$ cat config.mk
export PLATFORM = sky130hd
export DESIGN_NAME = pipeline_ctrl
export DESIGN_NICKNAME = d
export VERILOG_FILES = /design/src/rtl/pipeline_ctrl.sv
export SDC_FILE = /design/constraint.sdc
export NUM_CORES = 1
export LEC_CHECK = 0
export ABC_CLOCK_PERIOD_IN_PS = 5600
export CAP_MARGIN = 30
export CORE_MARGIN = 2
export CORE_UTILIZATION = 58
export CTS_BUF_LIST = sky130_fd_sc_hd__clkbuf_8
export CTS_CLUSTER_SIZE = 12
export DETAILED_ROUTE_END_ITERATION = 16
export HOLD_SLACK_MARGIN = 0.03
export PLACE_DENSITY = 0.91
export SLEW_MARGIN = 20
export SYNTH_ARGS = -nofsm -noshare
export SYNTH_HDL_FRONTEND = slang
export SYNTH_SLANG_ARGS = --single-unit
$ cat constraint.sdc
create_clock -name clk_i -period 5.6 [get_ports clk_i]
set_clock_uncertainty 0.2 [all_clocks]
set_input_delay 0.56 -clock clk_i [delete_from_list [all_inputs] [get_ports clk_i]]
set_output_delay 0.56 -clock clk_i [all_outputs]
set_load 0.05 [all_outputs]
$ cat src/rtl/pipeline_ctrl.sv
// pipeline_ctrl: central stall/flush sequencer for the 5-stage pipeline.
// Drives pipeline register enables, the IF/ID flush and the ID/EX bubble from hazard inputs.
module pipeline_ctrl #(
  parameter int unsigned MEM_TIMEOUT  = 255,
  parameter int unsigned DRAIN_CYCLES = 4,
  parameter int unsigned CNT_W        = 16
) (
  input  logic             clk_i,
  input  logic             rst_n_i,
  input  logic             start_i,
  input  logic             halt_i,
  input  logic             IDEX_MemRead_i,
  input  logic [4:0]       IDEX_Rd_i,
  input  logic [4:0]       IFID_Rs1_i,
  input  logic [4:0]       IFID_Rs2_i,
  input  logic             branch_taken_i,
  input  logic             dmem_req_i,
  input  logic             dmem_ready_i,
  output logic             PC_we_o,
  output logic             IFID_we_o,
  output logic             IFID_flush_o,
  output logic             IDEX_we_o,
  output logic             IDEX_bubble_o,
  output logic             EXMEM_we_o,
  output logic             MEMWB_we_o,
  output logic [2:0]       state_o,
  output logic             done_o,
  output logic             err_o,
  output logic [CNT_W-1:0] stall_cnt_o
);

  typedef enum logic [2:0] {
    ST_IDLE     = 3'd0,
    ST_RUN      = 3'd1,
    ST_MEM_WAIT = 3'd2,
    ST_DRAIN    = 3'd3,
    ST_ERROR    = 3'd4
  } state_t;

  localparam logic [15:0]      TIMEOUT_C    = 16'(MEM_TIMEOUT);
  localparam logic [3:0]       DRAIN_LAST_C = 4'(DRAIN_CYCLES - 1);
  localparam logic [CNT_W-1:0] STALL_MAX_C  = {CNT_W{1'b1}};

  state_t           state_r, state_nxt_s;
  logic [15:0]      wait_cnt_r, wait_cnt_nxt_s;
  logic [16:0]      wait_inc_s;
  logic [3:0]       drain_cnt_r, drain_cnt_nxt_s;
  logic [CNT_W-1:0] stall_cnt_r;
  logic             err_r;
  logic             mem_stall_s, load_use_s, stall_event_s;
  logic             pc_we_s, ifid_we_s, ifid_flush_s, idex_we_s, idex_bubble_s;
  logic             exmem_we_s, memwb_we_s, done_s;

  assign mem_stall_s = dmem_req_i && !dmem_ready_i;
  // x0 is hardwired to zero, so a load targeting it can never feed a dependent read
  assign load_use_s  = IDEX_MemRead_i && (IDEX_Rd_i != 5'd0) &&
                       ((IDEX_Rd_i == IFID_Rs1_i) || (IDEX_Rd_i == IFID_Rs2_i));
  assign wait_inc_s  = {1'b0, wait_cnt_r} + 17'd1;
  assign stall_event_s = ((state_r == ST_RUN) || (state_r == ST_MEM_WAIT)) && !pc_we_s;

  // Next-state, counter and enable decode
  always_comb begin
    state_nxt_s     = state_r;
    wait_cnt_nxt_s  = wait_cnt_r;
    drain_cnt_nxt_s = drain_cnt_r;
    pc_we_s         = 1'b0;
    ifid_we_s       = 1'b0;
    ifid_flush_s    = 1'b0;
    idex_we_s       = 1'b0;
    idex_bubble_s   = 1'b0;
    exmem_we_s      = 1'b0;
    memwb_we_s      = 1'b0;
    done_s          = 1'b0;
    case (state_r)
      ST_IDLE: begin
        if (start_i) begin
          state_nxt_s = ST_RUN;
        end else begin
          state_nxt_s = ST_IDLE;
        end
      end
      ST_RUN, ST_MEM_WAIT: begin
        if ((state_r == ST_RUN) && mem_stall_s) begin
          state_nxt_s    = ST_MEM_WAIT;
          wait_cnt_nxt_s = 16'd1;
        end else if ((state_r == ST_MEM_WAIT) && !dmem_ready_i) begin
          wait_cnt_nxt_s = wait_inc_s[15:0];
          if (wait_inc_s >= {1'b0, TIMEOUT_C}) begin
            state_nxt_s = ST_ERROR;
          end else begin
            state_nxt_s = ST_MEM_WAIT;
          end
        end else begin
          // Normal issue, also used for the MEM_WAIT release cycle
          wait_cnt_nxt_s = 16'd0;
          pc_we_s        = !load_use_s;
          ifid_we_s      = !load_use_s;
          idex_bubble_s  = load_use_s;
          ifid_flush_s   = !load_use_s && branch_taken_i;
          idex_we_s      = 1'b1;
          exmem_we_s     = 1'b1;
          memwb_we_s     = 1'b1;
          if (halt_i) begin
            state_nxt_s     = ST_DRAIN;
            drain_cnt_nxt_s = 4'd0;
          end else begin
            state_nxt_s = ST_RUN;
          end
        end
      end
      ST_DRAIN: begin
        ifid_flush_s = 1'b1;
        if (mem_stall_s) begin
          drain_cnt_nxt_s = drain_cnt_r;
        end else begin
          idex_we_s  = 1'b1;
          exmem_we_s = 1'b1;
          memwb_we_s = 1'b1;
          if (drain_cnt_r >= DRAIN_LAST_C) begin
            done_s          = 1'b1;
            drain_cnt_nxt_s = 4'd0;
            state_nxt_s     = ST_IDLE;
          end else begin
            drain_cnt_nxt_s = drain_cnt_r + 4'd1;
          end
        end
      end
      ST_ERROR: begin
        state_nxt_s = ST_ERROR;
      end
      default: begin
        state_nxt_s = ST_IDLE;
      end
    endcase
  end

  // State and counter registers
  always_ff @(posedge clk_i or negedge rst_n_i) begin
    if (!rst_n_i) begin
      state_r     <= ST_IDLE;
      wait_cnt_r  <= 16'd0;
      drain_cnt_r <= 4'd0;
      err_r       <= 1'b0;
    end else begin
      state_r     <= state_nxt_s;
      wait_cnt_r  <= wait_cnt_nxt_s;
      drain_cnt_r <= drain_cnt_nxt_s;
      err_r       <= err_r || (state_nxt_s == ST_ERROR);
    end
  end

  // Saturating stall performance counter
  always_ff @(posedge clk_i or negedge rst_n_i) begin
    if (!rst_n_i) begin
      stall_cnt_r <= {CNT_W{1'b0}};
    end else if (stall_event_s && (stall_cnt_r != STALL_MAX_C)) begin
      stall_cnt_r <= stall_cnt_r + CNT_W'(1);
    end else begin
      stall_cnt_r <= stall_cnt_r;
    end
  end

  assign PC_we_o       = pc_we_s;
  assign IFID_we_o     = ifid_we_s;
  assign IFID_flush_o  = ifid_flush_s;
  assign IDEX_we_o     = idex_we_s;
  assign IDEX_bubble_o = idex_bubble_s;
  assign EXMEM_we_o    = exmem_we_s;
  assign MEMWB_we_o    = memwb_we_s;
  assign state_o       = state_r;
  assign done_o        = done_s;
  assign err_o         = err_r;
  assign stall_cnt_o   = stall_cnt_r;

endmodule

==> out/results.txt <==
TritonCTS built the clock tree. For the critical path arrival, the log shows 3.04 ns. The post-cts repair resize count came out at 0. For this run, the number of Yosys warnings is 0. The floorplan step set the die width to 70.37 um.

The tools report the number of violations of the max-capacitance limit as 0. Final antenna-violating net count: 0. The die is 70.37 um tall. In this run, synthesis inferred 0 flip-flops with an integrated enable. Dividing the detail-routed wire length by the instance count gives 15.81 um. STA classifies the critical path startpoint as a primary input.

CTS built an H-tree with a depth of 2. The most frequent cell after synthesis was sky130_fd_sc_hd__dfrtp_1. The depth of the worst register-to-register path works out to 6. The tools report the area of the die as 4952 um2.

For the finished layout, the period the worst path requires is 3.797 ns. The area share of the leading cell type in the synthesized netlist was 0.3918; the maximum fanout along the worst path was 3. For the first-pass GRT wire length, the log shows 10050 um. The first detailed-routing pass ran for 4 iterations.

The share of flip-flops with an asynchronous set or reset after synthesis was 1.000. The leakage power total is 1.302 nW. Count of buffers added by post-CTS timing repair for setup: 0.

The post-synthesis cell area is 2555 um2. Endpoint of the worst hold path: err_o. Hold path depth: 1. In the post-synthesis netlist, the biggest area contributors are sky130_fd_sc_hd__dfrtp_1, sky130_fd_sc_hd__o21ai_0, sky130_fd_sc_hd__xnor2_1. On the critical path the largest part of the delay comes from buffers and inverters. The tools report the final design utilization as 0.7328.

After detailed routing, the number of remaining DRC violations is 0. Each instance of the synthesized netlist takes up on average 9.125 um2. The ratio of total power to cell area works out to 428.5 nW/um2. The slowest cell on the critical path was sky130_fd_sc_hd__clkdlybuf4s50_1. The run gives 0.3918 as the part of the Yosys area used for sequential elements. The setup path with the least slack is of type in -> out. The tools report the number of hold violations in the final report as 0. The run finished with clean final reports. For the worst-case headroom to the max-slew limit, the log shows 0.5190. Traced cell by cell, the critical path runs through clkdlybuf4s50_1 > or4_1 > o21a_1 > a21oi_1 > a21o_1 > clkdlybuf4s50_1. By instance count, the cell type seen most on the critical path is sky130_fd_sc_hd__clkdlybuf4s50_1. The pin count of the biggest net entering global routing was 41.

The ratio of cells with drive above 1 in the final layout was 0.07692; the setup TNS was 0 ns. Across all register-to-register paths, the minimum setup slack is 2.93 ns. Buffers inserted during clock tree synthesis total 5.

For this run, the slowest stage of the critical path takes 0.81 ns. After the last flow step, the layout net total stands at 351. The worst register-to-register path ends at stall_cnt_o[1].

The logs give 0.30 ns for the insertion delay to the later sink of the worst-skew pair and 0.5950 for the initial core utilization. The number of design-rule violations left by the first detailed-router iteration is 207. Setup repair after global routing left no endpoint under its margin. The path type of the worst min-delay path was reg -> reg. The tools report the total wirelength of the detailed-routed design as 5962 um. The number of nets in the synthesized netlist is 307. Of all cell types, the one taking the most synthesized area is sky130_fd_sc_hd__dfrtp_1. The via-per-instance ratio works out to 6.135.

The number of cells produced by synthesis was 280. The most frequently used flop master after synthesis is sky130_fd_sc_hd__dfrtp_1. The tools report the via count of the first global-routing pass as 2219. The logs give 4.84 ns for the data required time of the worst path and 51 for the count of pins on the block boundary. At the end of routability-driven placement, the weighted congestion stood at 0.9147. Relative to the synthesized area, the layout overhead comes to 23.16%. The clock passes through at most 2 buffers. The tools report the total overflow reported by the global router as 0. STA classifies the critical path endpoint as an output port. The clock net in this run drives a total of 40 sinks. The clock slew at the register clock pins of the worst setup and hold paths came out at 0.07 ns.

Setup violations remaining at the end of the flow were counted as 0. The run gives 4249 um as the half-perimeter wire length after placement. For the total number of vias, the log shows 2313.

In this run the standard cell core region covers 4294 um2. The tools report the clock root buffer master as sky130_fd_sc_hd__clkbuf_8. The count of input and output buffers works out to 50. The start point of the worst hold path is err_o. In this run, synthesis produced a sequential element count of 40.

The synthesized netlist contains 56 unique library cells. The initialized floorplan defines 24 standard-cell rows. The number of max-slew violations in the final report is 0. For the global-route usage over all layers, the log shows 0.2531. The fmax was 263.4 MHz; the initial antenna violation count was 0. In this run the critical register-to-register path is launched from state_o[0].

For the worst voltage drop across the vdd grid, the log shows 0.0003096 V. After synthesis, the most frequently instantiated cells are sky130_fd_sc_hd__dfrtp_1, sky130_fd_sc_hd__nand2_1, sky130_fd_sc_hd__o21ai_0, sky130_fd_sc_hd__nor2_1, sky130_fd_sc_hd__nand3_1. The share of the cycle needed by the critical path after routing is 0.6781, and the number of buffers and inverters on the critical path is 2. 0 antenna diodes ended up in the layout.

The slew at the pin closest to its max-slew limit works out to 0.7176 ns.
## final cells by class
cell class              instances  area, um2
inverters                       7      26.28
clock buffers                   6      82.58
fillers                       326       1147
flip-flops and latches         40       1001
clock inverters                 2      15.01
repair buffers                 53      540.5
multi-input cells             217       1416
well taps                      52      65.06
## worst reg2reg max path, delay by kind of cell (launching register included)
kind / cells / cell delay [ns]
simple gates: 2 / 0.69
mux: 1 / 0.32
flops: 1 / 0.64
xor+xnor: 1 / 0.24
compound gates: 1 / 0.25
buf+inv: 1 / 0.23
## worst max path at each step
| stage | start | endpoint | slack (ns) | depth (start not counted) |
|---|---|---|---|---|
| floorplan | state_o[0] | IFID_flush_o | 2.18 | 6 |
| global placement | IDEX_Rd_i[1] | IFID_flush_o | 1.90 | 6 |
| detailed placement | IDEX_Rd_i[1] | IFID_flush_o | 1.77 | 6 |
| CTS | IDEX_Rd_i[1] | IFID_flush_o | 1.77 | 6 |
| global route | state_o[0] | IFID_flush_o | 1.63 | 6 |
| finish | IDEX_Rd_i[1] | IFID_flush_o | 1.80 | 6 |
## state kept, by name (all words and copies together) (netlist names)
name,flops
drain_cnt_r,4
err_o,1
stall_cnt_o,16
state_o,3
wait_cnt_r,16
## what timing repair did
| action | CTS | global route |
|---|---|---|
| endpoints found under the hold margin | 0 | 9 |
| setup endpoints to repair | 0 | 0 |
| hold buffers | 0 | 1 |
## per-layer routing
metal,vias to the layer above,part of all wire,global-route usage
met2,79,0.49,0.4245
met3,7,0.071,0.06638
met4,0,0.015,0.07906
li1,1096,-,-
met1,1131,0.43,0.3187
met5,-,0,0
## logic make-up after synthesis
logic type	share of synthesized area
multiplexers	0.008814
flip-flops	0.3918
buffers and inverters	0.05876
adder cells (fa/ha/maj)	0.01959
AND/OR/NAND/NOR	0.2694
AO/OA/AOI/OAI	0.1557
XOR/XNOR	0.09599
## layout by cell type (no fill, tap or decap), types with 2 or more instances in the layout
cell,synthesis,layout
sky130_fd_sc_hd__a21o_1,3,3
sky130_fd_sc_hd__a21oi_1,7,7
sky130_fd_sc_hd__a22o_1,2,2
sky130_fd_sc_hd__a31oi_1,6,6
sky130_fd_sc_hd__and2_1,4,4
sky130_fd_sc_hd__and3_1,4,4
sky130_fd_sc_hd__and3b_1,2,2
sky130_fd_sc_hd__clkbuf_8,3,6
sky130_fd_sc_hd__clkdlybuf4s50_1,0,49
sky130_fd_sc_hd__clkinvlp_4,0,2
sky130_fd_sc_hd__dfrtp_1,40,40
sky130_fd_sc_hd__ha_1,4,4
sky130_fd_sc_hd__inv_1,7,7
sky130_fd_sc_hd__mux2_1,2,2
sky130_fd_sc_hd__nand2_1,30,30
sky130_fd_sc_hd__nand2b_1,5,5
sky130_fd_sc_hd__nand3_1,16,16
sky130_fd_sc_hd__nand4_1,8,8
sky130_fd_sc_hd__nand4_4,2,2
sky130_fd_sc_hd__nor2_1,18,18
sky130_fd_sc_hd__nor3_1,6,5
sky130_fd_sc_hd__nor4_1,11,11
sky130_fd_sc_hd__o21ai_0,29,29
sky130_fd_sc_hd__o31ai_1,3,3
sky130_fd_sc_hd__xnor2_1,14,14
sky130_fd_sc_hd__xor2_1,14,14
## where the power goes
part	leakage (nW)	switching [mW]	internal (mW)
clock	0.0434	0.107	0.0998
combinational	0.748	0.476	0.240
sequential	0.511	0.0896	0.336
total	1.30	0.673	0.676
## per-stage QoR
stage                     instance area (um2)  power (mW)  setup slack, ns  hold WS, ns  cells
after floorplan                          2555      0.9246            2.184      0.06441    280
final                                    3147       1.348            1.803       0.2850    377
after detailed placement                 3012       1.135            1.769       0.2648    367
after CTS                                3109       1.342            1.766       0.2114    375
after global routing                     3147       1.433            1.630       0.3167    377
after global placement                   2999       1.094            1.905       0.2593    366
No activity file was read; power rests on OpenSTA's default activity.
